`config.mk`:
```
export PLATFORM = sky130hd
export DESIGN_NAME = mem_port_arbiter
export DESIGN_NICKNAME = d
export VERILOG_FILES = /design/src/rtl/mem_port_arbiter.sv
export SDC_FILE = /design/constraint.sdc
export NUM_CORES = 1
export LEC_CHECK = 0
export CELL_PAD_IN_SITES_DETAIL_PLACEMENT = 1
export CELL_PAD_IN_SITES_GLOBAL_PLACEMENT = 2
export CORE_ASPECT_RATIO = 0.9
export CORE_MARGIN = 1
export CORE_UTILIZATION = 27
export CTS_BUF_LIST = sky130_fd_sc_hd__clkbuf_4 sky130_fd_sc_hd__clkbuf_8
export DETAILED_ROUTE_END_ITERATION = 7
export PLACE_DENSITY_LB_ADDON = 0.1
export SLEW_MARGIN = 20
export SYNTH_ARGS = -nofsm -noshare
export SYNTH_HDL_FRONTEND = slang
export SYNTH_SLANG_ARGS = --single-unit
```
`constraint.sdc`:
```
create_clock -name clk -period 5.74 [get_ports clk]
set_input_delay 0.861 -clock clk [delete_from_list [all_inputs] [get_ports clk]]
set_output_delay 0.861 -clock clk [all_outputs]
set_load 0.05 [all_outputs]
```
`src/rtl/mem_port_arbiter.sv`:
```
// mem_port_arbiter
// Shares one single-ported unified memory between instruction fetch (IF) and
// load/store (D). Each access runs through a registered FSM:
// IDLE -> IF_ACC/D_ACC -> RESP, or IDLE -> RESP when the address is misaligned.
// Store data is lane-replicated with byte strobes. Load data is extracted and
// sign- or zero-extended. A burst counter bounds how many D grants can starve
// a pending fetch.
//
// Ports:
//   clk, rst                     clock and synchronous active-high reset
//   if_req/if_addr               fetch request (level) and byte address
//   if_rdata/if_valid/if_err     fetch result, completion pulse, misaligned flag
//   d_req/d_we/d_size/d_unsigned/d_addr/d_wdata
//                                load/store request and operands
//   d_rdata/d_valid/d_err        load result, completion pulse, misaligned flag
//   mem_addr/mem_wdata/mem_wstrb/mem_re
//                                registered memory strobes
//   mem_ready/mem_rdata          memory handshake and read data
//   stall                        high while any request is outstanding
module mem_port_arbiter #(
  parameter int MAX_D_BURST = 4
) (
  input  logic        clk,
  input  logic        rst,
  input  logic        if_req,
  input  logic [31:0] if_addr,
  output logic [31:0] if_rdata,
  output logic        if_valid,
  output logic        if_err,
  input  logic        d_req,
  input  logic        d_we,
  input  logic [1:0]  d_size,
  input  logic        d_unsigned,
  input  logic [31:0] d_addr,
  input  logic [31:0] d_wdata,
  output logic [31:0] d_rdata,
  output logic        d_valid,
  output logic        d_err,
  output logic [31:0] mem_addr,
  output logic [31:0] mem_wdata,
  output logic [3:0]  mem_wstrb,
  output logic        mem_re,
  input  logic        mem_ready,
  input  logic [31:0] mem_rdata,
  output logic        stall
);

  typedef enum logic [1:0] {S_IDLE, S_IF_ACC, S_D_ACC, S_RESP} state_t;

  localparam logic [3:0] BURST_MAX = 4'(MAX_D_BURST);

  state_t      r_state;
  logic [3:0]  r_burst;
  logic [1:0]  r_lane;
  logic [1:0]  r_size;
  logic        r_uns;
  logic        r_we;

  logic        w_grant_d;
  logic        w_grant_if;
  logic        w_d_mis;
  logic        w_if_mis;

  function automatic logic f_misaligned(input logic [1:0] size, input logic [1:0] lo);
    case (size)
      2'b00:   f_misaligned = 1'b0;
      2'b01:   f_misaligned = lo[0];
      default: f_misaligned = |lo;
    endcase
  endfunction

  function automatic logic [3:0] f_wstrb(input logic [1:0] size, input logic [1:0] lane);
    case (size)
      2'b00:   f_wstrb = 4'b0001 << lane;
      2'b01:   f_wstrb = 4'b0011 << lane;
      default: f_wstrb = 4'b1111;
    endcase
  endfunction

  function automatic logic [31:0] f_wdata(input logic [1:0] size, input logic [31:0] wd);
    case (size)
      2'b00:   f_wdata = {4{wd[7:0]}};
      2'b01:   f_wdata = {2{wd[15:0]}};
      default: f_wdata = wd;
    endcase
  endfunction

  function automatic logic [31:0] f_load(input logic [1:0] size, input logic uns,
                                         input logic [1:0] lane, input logic [31:0] word);
    logic        [7:0]  b;
    logic        [15:0] h;
    logic signed [7:0]  sb;
    logic signed [15:0] sh;
    case (lane)
      2'd0:    b = word[7:0];
      2'd1:    b = word[15:8];
      2'd2:    b = word[23:16];
      default: b = word[31:24];
    endcase
    // Aligned halves only ever sit at lane 0 or 2.
    h  = lane[1] ? word[31:16] : word[15:0];
    sb = b;
    sh = h;
    case (size)
      2'b00:   f_load = uns ? {24'b0, b} : 32'(sb);
      2'b01:   f_load = uns ? {16'b0, h} : 32'(sh);
      default: f_load = word;
    endcase
  endfunction

  // D wins unless a pending fetch has already waited MAX_D_BURST D grants.
  assign w_grant_d  = d_req & ~(if_req & (r_burst == BURST_MAX));
  assign w_grant_if = if_req & ~w_grant_d;
  assign w_d_mis    = f_misaligned(d_size, d_addr[1:0]);
  assign w_if_mis   = |if_addr[1:0];

  assign stall = (if_req & ~if_valid) | (d_req & ~d_valid);

  always_ff @(posedge clk) begin
    if (rst) begin
      r_state   <= S_IDLE;
      r_burst   <= 4'd0;
      r_lane    <= 2'd0;
      r_size    <= 2'd0;
      r_uns     <= 1'b0;
      r_we      <= 1'b0;
      if_rdata  <= 32'd0;
      if_valid  <= 1'b0;
      if_err    <= 1'b0;
      d_rdata   <= 32'd0;
      d_valid   <= 1'b0;
      d_err     <= 1'b0;
      mem_addr  <= 32'd0;
      mem_wdata <= 32'd0;
      mem_wstrb <= 4'd0;
      mem_re    <= 1'b0;
    end else begin
      if_valid <= 1'b0;
      if_err   <= 1'b0;
      d_valid  <= 1'b0;
      d_err    <= 1'b0;
      case (r_state)
        // Grant decision and strobe launch
        S_IDLE: begin
          if (w_grant_d) begin
            r_burst <= !if_req ? 4'd0 :
                       (r_burst == BURST_MAX) ? r_burst : r_burst + 4'd1;
            r_lane  <= d_addr[1:0];
            r_size  <= d_size;
            r_uns   <= d_unsigned;
            r_we    <= d_we;
            if (w_d_mis) begin
              d_valid <= 1'b1;
              d_err   <= 1'b1;
              d_rdata <= 32'd0;
              r_state <= S_RESP;
            end else begin
              mem_addr  <= {d_addr[31:2], 2'b00};
              mem_re    <= ~d_we;
              mem_wstrb <= d_we ? f_wstrb(d_size, d_addr[1:0]) : 4'd0;
              mem_wdata <= d_we ? f_wdata(d_size, d_wdata) : 32'd0;
              r_state   <= S_D_ACC;
            end
          end else if (w_grant_if) begin
            r_burst <= 4'd0;
            if (w_if_mis) begin
              if_valid <= 1'b1;
              if_err   <= 1'b1;
              if_rdata <= 32'd0;
              r_state  <= S_RESP;
            end else begin
              mem_addr  <= {if_addr[31:2], 2'b00};
              mem_re    <= 1'b1;
              mem_wstrb <= 4'd0;
              mem_wdata <= 32'd0;
              r_state   <= S_IF_ACC;
            end
          end
        end
        // Fetch access: hold strobes until mem_ready
        S_IF_ACC: begin
          if (mem_ready) begin
            mem_re   <= 1'b0;
            if_rdata <= mem_rdata;
            if_valid <= 1'b1;
            r_state  <= S_RESP;
          end
        end
        // Data access: hold strobes until mem_ready
        S_D_ACC: begin
          if (mem_ready) begin
            mem_re    <= 1'b0;
            mem_wstrb <= 4'd0;
            d_rdata   <= r_we ? 32'd0 : f_load(r_size, r_uns, r_lane, mem_rdata);
            d_valid   <= 1'b1;
            r_state   <= S_RESP;
          end
        end
        // Response pulse; requests ignored
        default: begin
          r_state <= S_IDLE;
        end
      endcase
    end
  end

endmodule

```
==> PnR_summary.wiki, run 1 <==
{| class="wikitable"
! Metric !! Value
|-
| Top flip-flop cell by instance count after synthesis || dfxtp_1
|-
| # fillers || 2868
|-
| Share of post-route cells with drive strength above 1 || 0.0618
|-
| Mean number of vias per cell || 4.70
|-
| Clk sinks || 147
|-
| Worst-path cell with the longest stage delay || clkdlybuf4s50_1
|-
| Total routing resource utilization after global routing || 0.189
|-
| Max-Slew Margin vs Limit || 0.369
|-
| Summed negative setup slack over all endpoints || 0 ps
|-
| RSZ-0062 raised after global routing || false
|-
| Total standard cell area after synthesis || 0.00681 mm2
|-
| Max rail drop VDD || 130 uV
|-
| First-pass GRT wire length || 38200 um
|-
| Worst reg2reg startpoint || r_state[0]
|-
| Signed area change from the synthesized netlist to the final layout || 49.2%
|-
| Portion of the post-synthesis area used by sequential elements || 0.432
|-
| Number of buffers and inverters on the critical path || 3
|-
| Setup crit end kind || primary output
|-
| Tmin final || 3600 ps
|-
| Final number of setup-violating endpoints || 0
|-
| Vias in the first global route || 6600
|-
| NumNets Final || 1166
|-
| CP peak stage delay || 860 ps
|-
| Setup slack of the worst register-to-register path || 2660 ps
|-
| Max Slew Vio Count || 0
|-
| Cell count after synthesis || 781
|-
| Final Cycle Share || 0.626
|-
| Worst Max-Slew Pin Slew || 944 ps
|-
| Cell Count, Final, Fillers Out || 1372
|-
| Reg2reg end || if_rdata[29]
|-
| Outcome || completed
|-
| Drt total wl || 24500 um
|-
| Endpoint required time on the critical path || 4880 ps
|-
| Number of flops mapped to enable cells by yosys || 0
|-
| Maximum number of pins on one net before global-route repair || 67
|-
| TritonCTS Buffers || 17
|-
| Number of buffers inserted for hold repair after clock tree synthesis || 0
|-
| Number of cells traversed by the worst register-to-register path || 8
|-
| Leading cell types by total area after synthesis || dfxtp_1 43%, mux2i_1 9.6%, nor2_1 5.5%
|-
| Gr ovfl total || 0
|-
| Number of cell rows || 54
|-
| Asr flop ratio synth || 0
|-
| Worst setup path category || in2out
|-
| Detailed Route Iter0 Violations || 287
|-
| Yosys cell types || 47
|-
| Min-delay worst type || reg2reg
|-
| Critical Path AT || 2730 ps
|-
| Placeable core region || 0.0245 mm2
|-
| Total Die Area || 0.0259 mm2
|-
| Worst clock skew || 20.0 ps
|-
| Area taken by flip-flops and latches || 0.00294 mm2
|-
| Cells resized by post-CTS repair || 0
|-
| Number of optimization iterations in the first detailed-route pass || 4
|-
| H-tree depth reported by CTS || 4
|-
| Clock tree from TritonCTS || yes
|-
| Commonest non-fill, non-tap cell in the layout || clkdlybuf4s50_1
|-
| Clock Tree Buf Depth || 2
|-
| Die height || 153 um
|-
| Flip-flop and latch count after synthesis || 147
|-
| Hold Violations, Final || 0
|-
| Drt wl/cell || 17.9 um
|-
| Number of port buffers || 272
|-
| Fmax || 278 MHz
|-
| Share of Yosys cell area claimed by the top area cell type || 0.432
|-
| Total half-perimeter wirelength after legalization and detailed placement || 17400 um
|-
| Initial Utilization || 0.278
|-
| Leading cell types in the layout, fill and taps excluded || 271 x clkdlybuf4s50_1, 147 x dfxtp_1, 99 x nor2_1
|-
| Static Leakage || 3.69 nW
|-
| Critical-path cell list || clkdlybuf4s50_1 -> inv_1 -> o22ai_1 -> clkdlybuf4s50_1
|-
| Footprint of the multi-input gates || 0.00354 mm2
|-
| Antenna cell count || 0
|-
| Setup Buffers After CTS || 0
|-
| Critical path fanouts, max || 8
|-
| Top delay family on crit path || buffers and inverters
|-
| Critical Path Source Type || input pin
|-
| Yosys warnings || 0
|-
| Post-Syn Area per Cell || 8.72 um2
|-
| Worst hold endpoint || d_rdata[15]
|-
| Horizontal die dimension || 169 um
|-
| Worst path most repeated cell || clkdlybuf4s50_1
|-
| Startpoint of the lowest-slack hold path || d_rdata[15]
|-
| Routability-driven placement congestion ratio || 0.755
|-
| Power per Cell Area || 338 mW/mm2
|-
| Worst hold stages || 2
|-
| Number of top-level pins || 275
|-
| Count of maximum capacitance violations || 0
|-
| Clock transition at path regs || 80 ps
|-
| Final routed DRC violation total || 0
|-
| Root buffer selected by CTS || clkbuf_8
|-
| DP Cell Count || 1340
|-
| Antenna viol nets, final || 0
|-
| Total power consumption of the routed design || 3.43 mW
|-
| Initial antenna violation count || 0
|-
| Vias post-DR || 6450
|-
| Dominant cell type by area after synthesis || dfxtp_1
|-
| Clock latency reported for the late side of the worst-skew pair || 460 ps
|}
Yosys cell counts, drive strengths merged (3+ instances only):
| master | instances |
|---|---|
| a22oi | 15 |
| o22ai | 7 |
| o21ai | 30 |
| nand3 | 13 |
| nand3b | 24 |
| inv | 12 |
| a21oi | 39 |
| nand2 | 97 |
| dfxtp | 147 |
| or3 | 4 |
| o31ai | 16 |
| a211oi | 3 |
| mux2i | 65 |
| nor2 | 99 |
| nor2b | 3 |
| and2 | 33 |
| clkbuf | 41 |
| a22o | 17 |
| nor3b | 7 |
| ha | 6 |
| mux2 | 9 |
| nand2b | 21 |
| a311oi | 31 |
| buf | 22 |
worst max-delay path by stage:
stage | start | end | slack [ps] | depth (start not counted)
4_1_cts | if_req | stall | 2150 | 4
5_1_grt | if_req | stall | 2080 | 4
6_report | if_req | stall | 2140 | 4
3_5_place_dp | if_req | if_rdata[25] | 1980 | 7
2_1_floorplan | d_req | stall | 3030 | 3
3_3_place_gp | if_req | if_rdata[20] | 2020 | 7
power by group:
part           leakage (nW)  switching [mW]  internal, mW
sequential             1.19          0.0827          1.14
clock                 0.191           0.462         0.368
combinational          2.30           0.867         0.515
layer usage:
metal  track usage  part of all wire  up-vias  routed length [um]
met5             0                 0        -                   0
li1              -                 -     3209                   -
met1         0.253              0.48     3041               11700
met3        0.0618             0.069       12                1680
met2         0.296              0.45      188               10900
met4        0.0373            0.0058        0                 143
final cells by class:
cell class,instances,share of cell area
Clock inverter,14,0.0139
Timing Repair Buffer,285,0.277
Clock buffer,18,0.0244
Sequential cell,147,0.290
Multi-Input combinational cell,560,0.349
Inverter,12,0.00443
Tap cell,336,0.0414
sequential cells by signal (all words and copies together) (netlist names), 2 cells and up:
register / cells
mem_wstrb: 4
d_rdata: 32
r_size: 2
mem_addr: 30
mem_wdata: 32
if_rdata: 32
r_state: 2
r_lane: 2
r_burst: 4
worst register-to-register path: cells and delay by family (launching register included):
kind                     cells  cell delay [ps]
AO/OA/AOI/OAI                2             1100
AND/OR/NAND/NOR              1               50
multiplexers                 1              250
buffers and inverters        3              730
flip-flops                   1              350
adder cells (fa/ha/maj)      1              470
per-stage QoR:
step | hold WS (ps) | setup WS [ps] | instance area, um2 | utilization
after floorplan | 458 | 3030 | 6810 | -
after global placement | 437 | 2020 | 9770 | 0.398
after detailed placement | 446 | 1980 | 9770 | 0.398
after CTS | 467 | 2150 | 10200 | 0.414
after global routing | 499 | 2080 | 10200 | 0.414
final | 458 | 2140 | 10200 | 0.414
cells by family (layout without fill, tap and decap cells):
| logic type | Yosys count | after routing | synth area share |
|---|---|---|---|
| flip-flops | 147 | 147 | 0.432 |
| adder cells (fa/ha/maj) | 6 | 6 | 0.0110 |
| AND/OR/NAND/NOR | 311 | 311 | 0.223 |
| buffers and inverters | 75 | 329 | 0.0509 |
| other | 1 | 2 | 0.000551 |
| multiplexers | 75 | 75 | 0.114 |
| AO/OA/AOI/OAI | 166 | 166 | 0.169 |
Power figures use the tool's default switching activity.
==> inputs of run 2 (changes only) <==
CORE_UTILIZATION = 23   (was 27)
clock period = 3.07 ns   (was 5.74 ns; I/O delays follow)
==> PnR_summary.wiki, run 2 (synthesized netlist as in run 1, its figures left out) <==
{| class="wikitable"
! Metric !! Value
|-
| Initial antenna violation count || 1
|-
| # fillers || 3356
|-
| Clock Tree Buf Depth || 2
|-
| Root buffer selected by CTS || clkbuf_8
|-
| Worst setup slack after placement || 313 ps
|-
| Die height || 165 um
|-
| Cells resized by post-CTS repair || 0
|-
| Critical path fanouts, max || 12
|-
| Hold Violations, Final || 0
|-
| Final Cycle Share || 0.741
|-
| Number of port buffers || 272
|-
| Number of cells traversed by the worst register-to-register path || 7
|-
| Highest metal layer used by the detailed router || met4
|-
| Maximum number of pins on one net before global-route repair || 84
|-
| Worst-path cell with the longest stage delay || nor4b_2
|-
| Horizontal die dimension || 183 um
|-
| Outcome || completed
|-
| Routability-driven placement congestion ratio || 0.752
|-
| Worst setup startpoint || r_state[0]
|-
| Startpoint of the lowest-slack hold path || rst
|-
| Total power consumption of the routed design || 6.63 mW
|-
| Power per Cell Area || 639 mW/mm2
|-
| Static Leakage || 3.76 nW
|-
| Max rail drop VDD || 234 uV
|-
| Final Util || 0.358
|-
| Commonest non-fill, non-tap cell in the layout || clkdlybuf4s50_1
|-
| TritonCTS Buffers || 17
|-
| Critical Path Source Type || flop
|-
| Signed area change from the synthesized netlist to the final layout || 52.4%
|-
| Summed negative setup slack over all endpoints || 0 ps
|-
| Number of top-level pins || 275
|-
| Area taken by flip-flops and latches || 0.00294 mm2
|-
| Setup Buffers After CTS || 0
|-
| Number of optimization iterations in the first detailed-route pass || 4
|-
| Drt total wl || 26000 um
|-
| Max-Slew Margin vs Limit || 0.400
|-
| Setup slack after layout || 795 ps
|-
| Clock transition at path regs || 90 ps
|-
| Number of buffers inserted for hold repair after clock tree synthesis || 0
|-
| RSZ-0062 raised after global routing || false
|-
| Gr ovfl total || 0
|-
| Detailed Route Iter0 Violations || 305
|-
| Worst Max-Slew Pin Slew || 898 ps
|-
| Final routed DRC violation total || 0
|-
| Amount of wire on met3 after detailed routing || 1820 um
|-
| Number of cell rows || 59
|-
| Critical Path AT || 2680 ps
|-
| Clock latency reported for the late side of the worst-skew pair || 470 ps
|-
| Registers with the most flip-flops || d_rdata (32), if_rdata (32), mem_wdata (32)
|-
| NumNets Final || 1173
|-
| Met1 Routed Length || 11900 um
|-
| Leading cell types in the layout, fill and taps excluded || 270 x clkdlybuf4s50_1, 147 x dfxtp_1, 99 x nor2_1
|-
| Share of post-route cells with drive strength above 1 || 0.0690
|-
| Worst hold stages || 2
|-
| Worst clock skew || 16.5 ps
|-
| Total half-perimeter wirelength after legalization and detailed placement || 18500 um
|-
| Met2 wire len || 12000 um
|-
| Clock tree from TritonCTS || yes
|-
| Antenna viol nets, final || 0
|-
| WHS || 449 ps
|-
| CP peak stage delay || 830 ps
|-
| Clk sinks || 147
|-
| Setup crit end kind || flop
|-
| Total Die Area || 0.0303 mm2
|-
| Placeable core region || 0.0290 mm2
|-
| Footprint of the multi-input gates || 0.00354 mm2
|-
| Worst hold endpoint || r_lane[0]
|-
| Tmin final || 2280 ps
|-
| Min-delay worst type || in2reg
|-
| Mean number of vias per cell || 4.55
|-
| Setup slack of the worst register-to-register path || 790 ps
|-
| Fmax || 440 MHz
|-
| Reg2reg end || mem_wdata[16]
|-
| H-tree depth reported by CTS || 4
|-
| Drt wl/cell || 18.1 um
|-
| Count of maximum capacitance violations || 0
|-
| Worst reg2reg startpoint || r_state[0]
|-
| Vias in the first global route || 6718
|-
| Total routing resource utilization after global routing || 0.174
|-
| Critical-path cell list || inv_1 -> ha_1 -> buf_4 -> o21ai_1 -> nor4b_2 -> a22oi_1 -> nor2_1
|-
| Initial Utilization || 0.235
|-
| Final number of setup-violating endpoints || 0
|-
| Worst setup path category || reg2reg
|-
| First-pass GRT wire length || 40000 um
|-
| Vias post-DR || 6553
|-
| Max Slew Vio Count || 0
|-
| Endpoint required time on the critical path || 3470 ps
|}
[run 2: changes by cell type in the layout (fill, tap and decap cells not counted)]
cell             previous run  this run
buf_12                      0         5
clkbuf_4                    0         2
inv_8                       2         0
buf_4                      14        17
clkinv_2                    1         3
clkdlybuf4s50_1           271       270
clkinv_4                    1         2
bufinv_16                   1         3
clkinvlp_4                  3         2
diode_2                     0         1
inv_6                       6         2
[run 2: report_power, final]
part           internal (mW)  switching, mW  total, mW
Combinational           1.02           1.67       2.70
Sequential              2.13          0.143       2.27
Clock                  0.847          0.814       1.66
Total                   4.00           2.63       6.63
[run 2: area by class of cell]
type | instances | share of cell area
Antenna cell | 1 | 0.000241
Clock buffer | 20 | 0.0253
Clock inverter | 12 | 0.0150
Inverter | 12 | 0.00434
Multi-Input combinational cell | 560 | 0.341
Sequential cell | 147 | 0.284
Tap cell | 396 | 0.0478
Timing Repair Buffer | 292 | 0.282
[run 2: worst max-delay path, delay by kind of cell, from the launching register on]
kind | cells | cell delay, ps
buffers and inverters | 2 | 300
AO/OA/AOI/OAI | 2 | 410
adder cells (fa/ha/maj) | 1 | 190
flip-flops | 1 | 350
AND/OR/NAND/NOR | 2 | 960
[run 2: per-layer routing]
metal / up-vias / GRT usage
met5: - / 0
met4: 0 / 0.0443
met3: 16 / 0.0546
met2: 189 / 0.285
met1: 3107 / 0.220
li1: 3241 / -
[run 2: worst max-delay path by stage]
| stage | endpoint | slack (ps) | depth (start not counted) |
|---|---|---|---|
| floorplan | if_rdata[22] | 1050 | 7 |
| global placement | if_rdata[29] | 370 | 7 |
| detailed placement | if_rdata[0] | 310 | 7 |
| CTS | mem_wdata[22] | 720 | 7 |
| global route | mem_wdata[21] | 590 | 7 |
| finish | mem_wdata[16] | 790 | 7 |
[run 2: stage by stage]
step / cell area [um2] / instances
after floorplan: 6810 / 782
after global placement: 9960 / 1407
after detailed placement: 9960 / 1407
after CTS: 10400 / 1439
after global routing: 10400 / 1439
final: 10400 / 1440
==> inputs of run 3 (changes only) <==
CORE_UTILIZATION = 25   (was 23)
clock period = 2.1 ns   (was 3.07 ns; I/O delays follow)
==> PnR_summary.wiki, run 3 (synthesized netlist as in run 1, its figures left out) <==
{| class="wikitable"
! Metric !! Value
|-
| Outcome || completed
|-
| Worst setup path category || reg2out
|-
| Max-Slew Margin vs Limit || 0.419
|-
| Critical-path cell list || clkdlybuf4s50_1
|-
| Horizontal die dimension || 176 um
|-
| Number of cell rows || 56
|-
| Clk sinks || 147
|-
| Total half-perimeter wirelength after legalization and detailed placement || 18200 um
|-
| Post-place instance area || 0.0102 mm2
|-
| Fmax || 501 MHz
|-
| Final Cycle Share || 0.951
|-
| Post-route design area || 0.0108 mm2
|-
| Clock Tree Buf Depth || 2
|-
| Critical path fanouts, max || 2
|-
| Count of maximum capacitance violations || 0
|-
| Commonest non-fill, non-tap cell in the layout || clkdlybuf4s50_1
|-
| Number of buffers inserted for hold repair after clock tree synthesis || 0
|-
| Worst reg2reg startpoint || r_burst[1]
|-
| Drt total wl || 25700 um
|-
| Vias in the first global route || 6921
|-
| Placeable core region || 0.0264 mm2
|-
| Final Util || 0.408
|-
| Initial Utilization || 0.258
|-
| Initial antenna violation count || 0
|-
| Vias post-DR || 6707
|-
| Registers with the most flip-flops || d_rdata (32), if_rdata (32), mem_wdata (32)
|-
| Number of buffers and inverters on the critical path || 1
|-
| Max Slew Vio Count || 0
|-
| Root buffer selected by CTS || clkbuf_8
|-
| # fillers || 3027
|-
| Met2 demand-to-capacity share in global routing || 0.298
|-
| Final number of setup-violating endpoints || 0
|-
| Setup slack of the worst register-to-register path || 100 ps
|-
| Share of post-route cells with drive strength above 1 || 0.113
|-
| Routability-driven placement congestion ratio || 0.759
|-
| Clock latency reported for the late side of the worst-skew pair || 470 ps
|-
| Critical Path Source Type || flop
|-
| Endpoint required time on the critical path || 1780 ps
|-
| Maximum number of pins on one net before global-route repair || 105
|-
| Total Die Area || 0.0279 mm2
|-
| NumNets Final || 1215
|-
| Clock tree from TritonCTS || yes
|-
| H-tree depth reported by CTS || 4
|-
| Worst clock skew || 20.2 ps
|-
| Number of port buffers || 272
|-
| Static Leakage || 4.00 nW
|-
| Tmin final || 2000 ps
|-
| GRT Max-Usage Layer || met2
|-
| Worst hold stages || 2
|-
| Power per Cell Area || 921 mW/mm2
|-
| Number of cells traversed by the worst register-to-register path || 9
|-
| Min-delay worst type || in2reg
|-
| Clock transition at path regs || 90 ps
|-
| Top delay family on crit path || buffers and inverters
|-
| Worst Max-Slew Pin Slew || 868 ps
|-
| Setup crit end kind || primary output
|-
| Worst-path cell with the longest stage delay || clkdlybuf4s50_1
|-
| Antenna viol nets, final || 0
|-
| Worst hold endpoint || r_uns
|-
| CP peak stage delay || 840 ps
|-
| Final routed DRC violation total || 0
|-
| Gr ovfl total || 0
|-
| Met1 usage in global routing || 0.231
|-
| Reg2reg end || mem_addr[18]
|-
| First-pass GRT wire length || 38800 um
|-
| Total routing resource utilization after global routing || 0.180
|-
| Number of optimization iterations in the first detailed-route pass || 4
|-
| Leading cell types in the layout, fill and taps excluded || 270 x clkdlybuf4s50_1, 145 x dfxtp_1, 99 x nor2_1
|-
| Global routing met3 resource utilization || 0.0537
|-
| Max rail drop VDD || 374 uV
|-
| Die height || 159 um
|-
| Worst setup startpoint || mem_wstrb[2]
|-
| Signed area change from the synthesized netlist to the final layout || 58.2%
|-
| TritonCTS Buffers || 17
|-
| Hold Violations, Final || 0
|-
| Mean number of vias per cell || 4.68
|-
| Drt wl/cell || 17.9 um
|-
| Number of top-level pins || 275
|-
| Critical Path AT || 1680 ps
|-
| Startpoint of the lowest-slack hold path || rst
|-
| Detailed Route Iter0 Violations || 259
|}
run 3: changes by cell type in the layout (fill, tap and decap cells not counted), sizes merged:
cell,change
buf,+40
bufinv,-2
clkbuf,+1
clkinv,-3
clkinvlp,+1
inv,+5
run 3: how the worst max path moves through the flow:
stage                               to  slack, ps  cells past startpoint
after global routing       if_rdata[5]         -6                      9
after global placement     if_rdata[3]       -250                      7
after CTS                 mem_addr[27]         10                     10
after detailed placement  if_rdata[21]       -300                      7
final                     mem_wstrb[2]        100                      1
after floorplan           if_rdata[22]        100                      8
run 3: through the flow:
step	instances	TNS, ps	worst slack (ps)	hold slack (ps)	power [mW]
global placement	1395	-19780	-254	437	7.52
CTS	1428	0	11.3	173	9.93
finish	1434	0	103	198	9.92
floorplan	782	0	98.9	438	5.93
detailed placement	1395	-23200	-298	444	7.54
global route	1433	-9.54	-5.94	183	10.5
run 3: power by group:
part	total [mW]	leakage, nW	switching, mW	internal, mW
sequential	3.30	1.19	0.192	3.11
clock	2.33	0.196	1.29	1.04
combinational	4.28	2.61	2.52	1.77
total	9.92	4.00	4.00	5.92
run 3: what timing repair did:
item	in CTS	in global routing
pin swaps	2	6
setup buffers	1	3
gates cloned	0	2
gates resized for setup	0	13
endpoints found under the setup margin	7	86
run 3: area by class of cell:
type	count	area, um2	area share
well taps	348	435	0.0404
clock buffers	19	262	0.0243
repair buffers	334	3360	0.312
multi-input cells	560	3580	0.332
flip-flops and latches	147	2950	0.273
clock inverters	13	139	0.0129
diodes	1	2.50	0.000232
inverters	12	45.0	0.00418
run 3: metal layers:
layer,vias up,part of all wire
li1,3322,-
met1,3204,0.46
met2,168,0.47
met3,13,0.063
met4,0,0.0077
met5,-,0
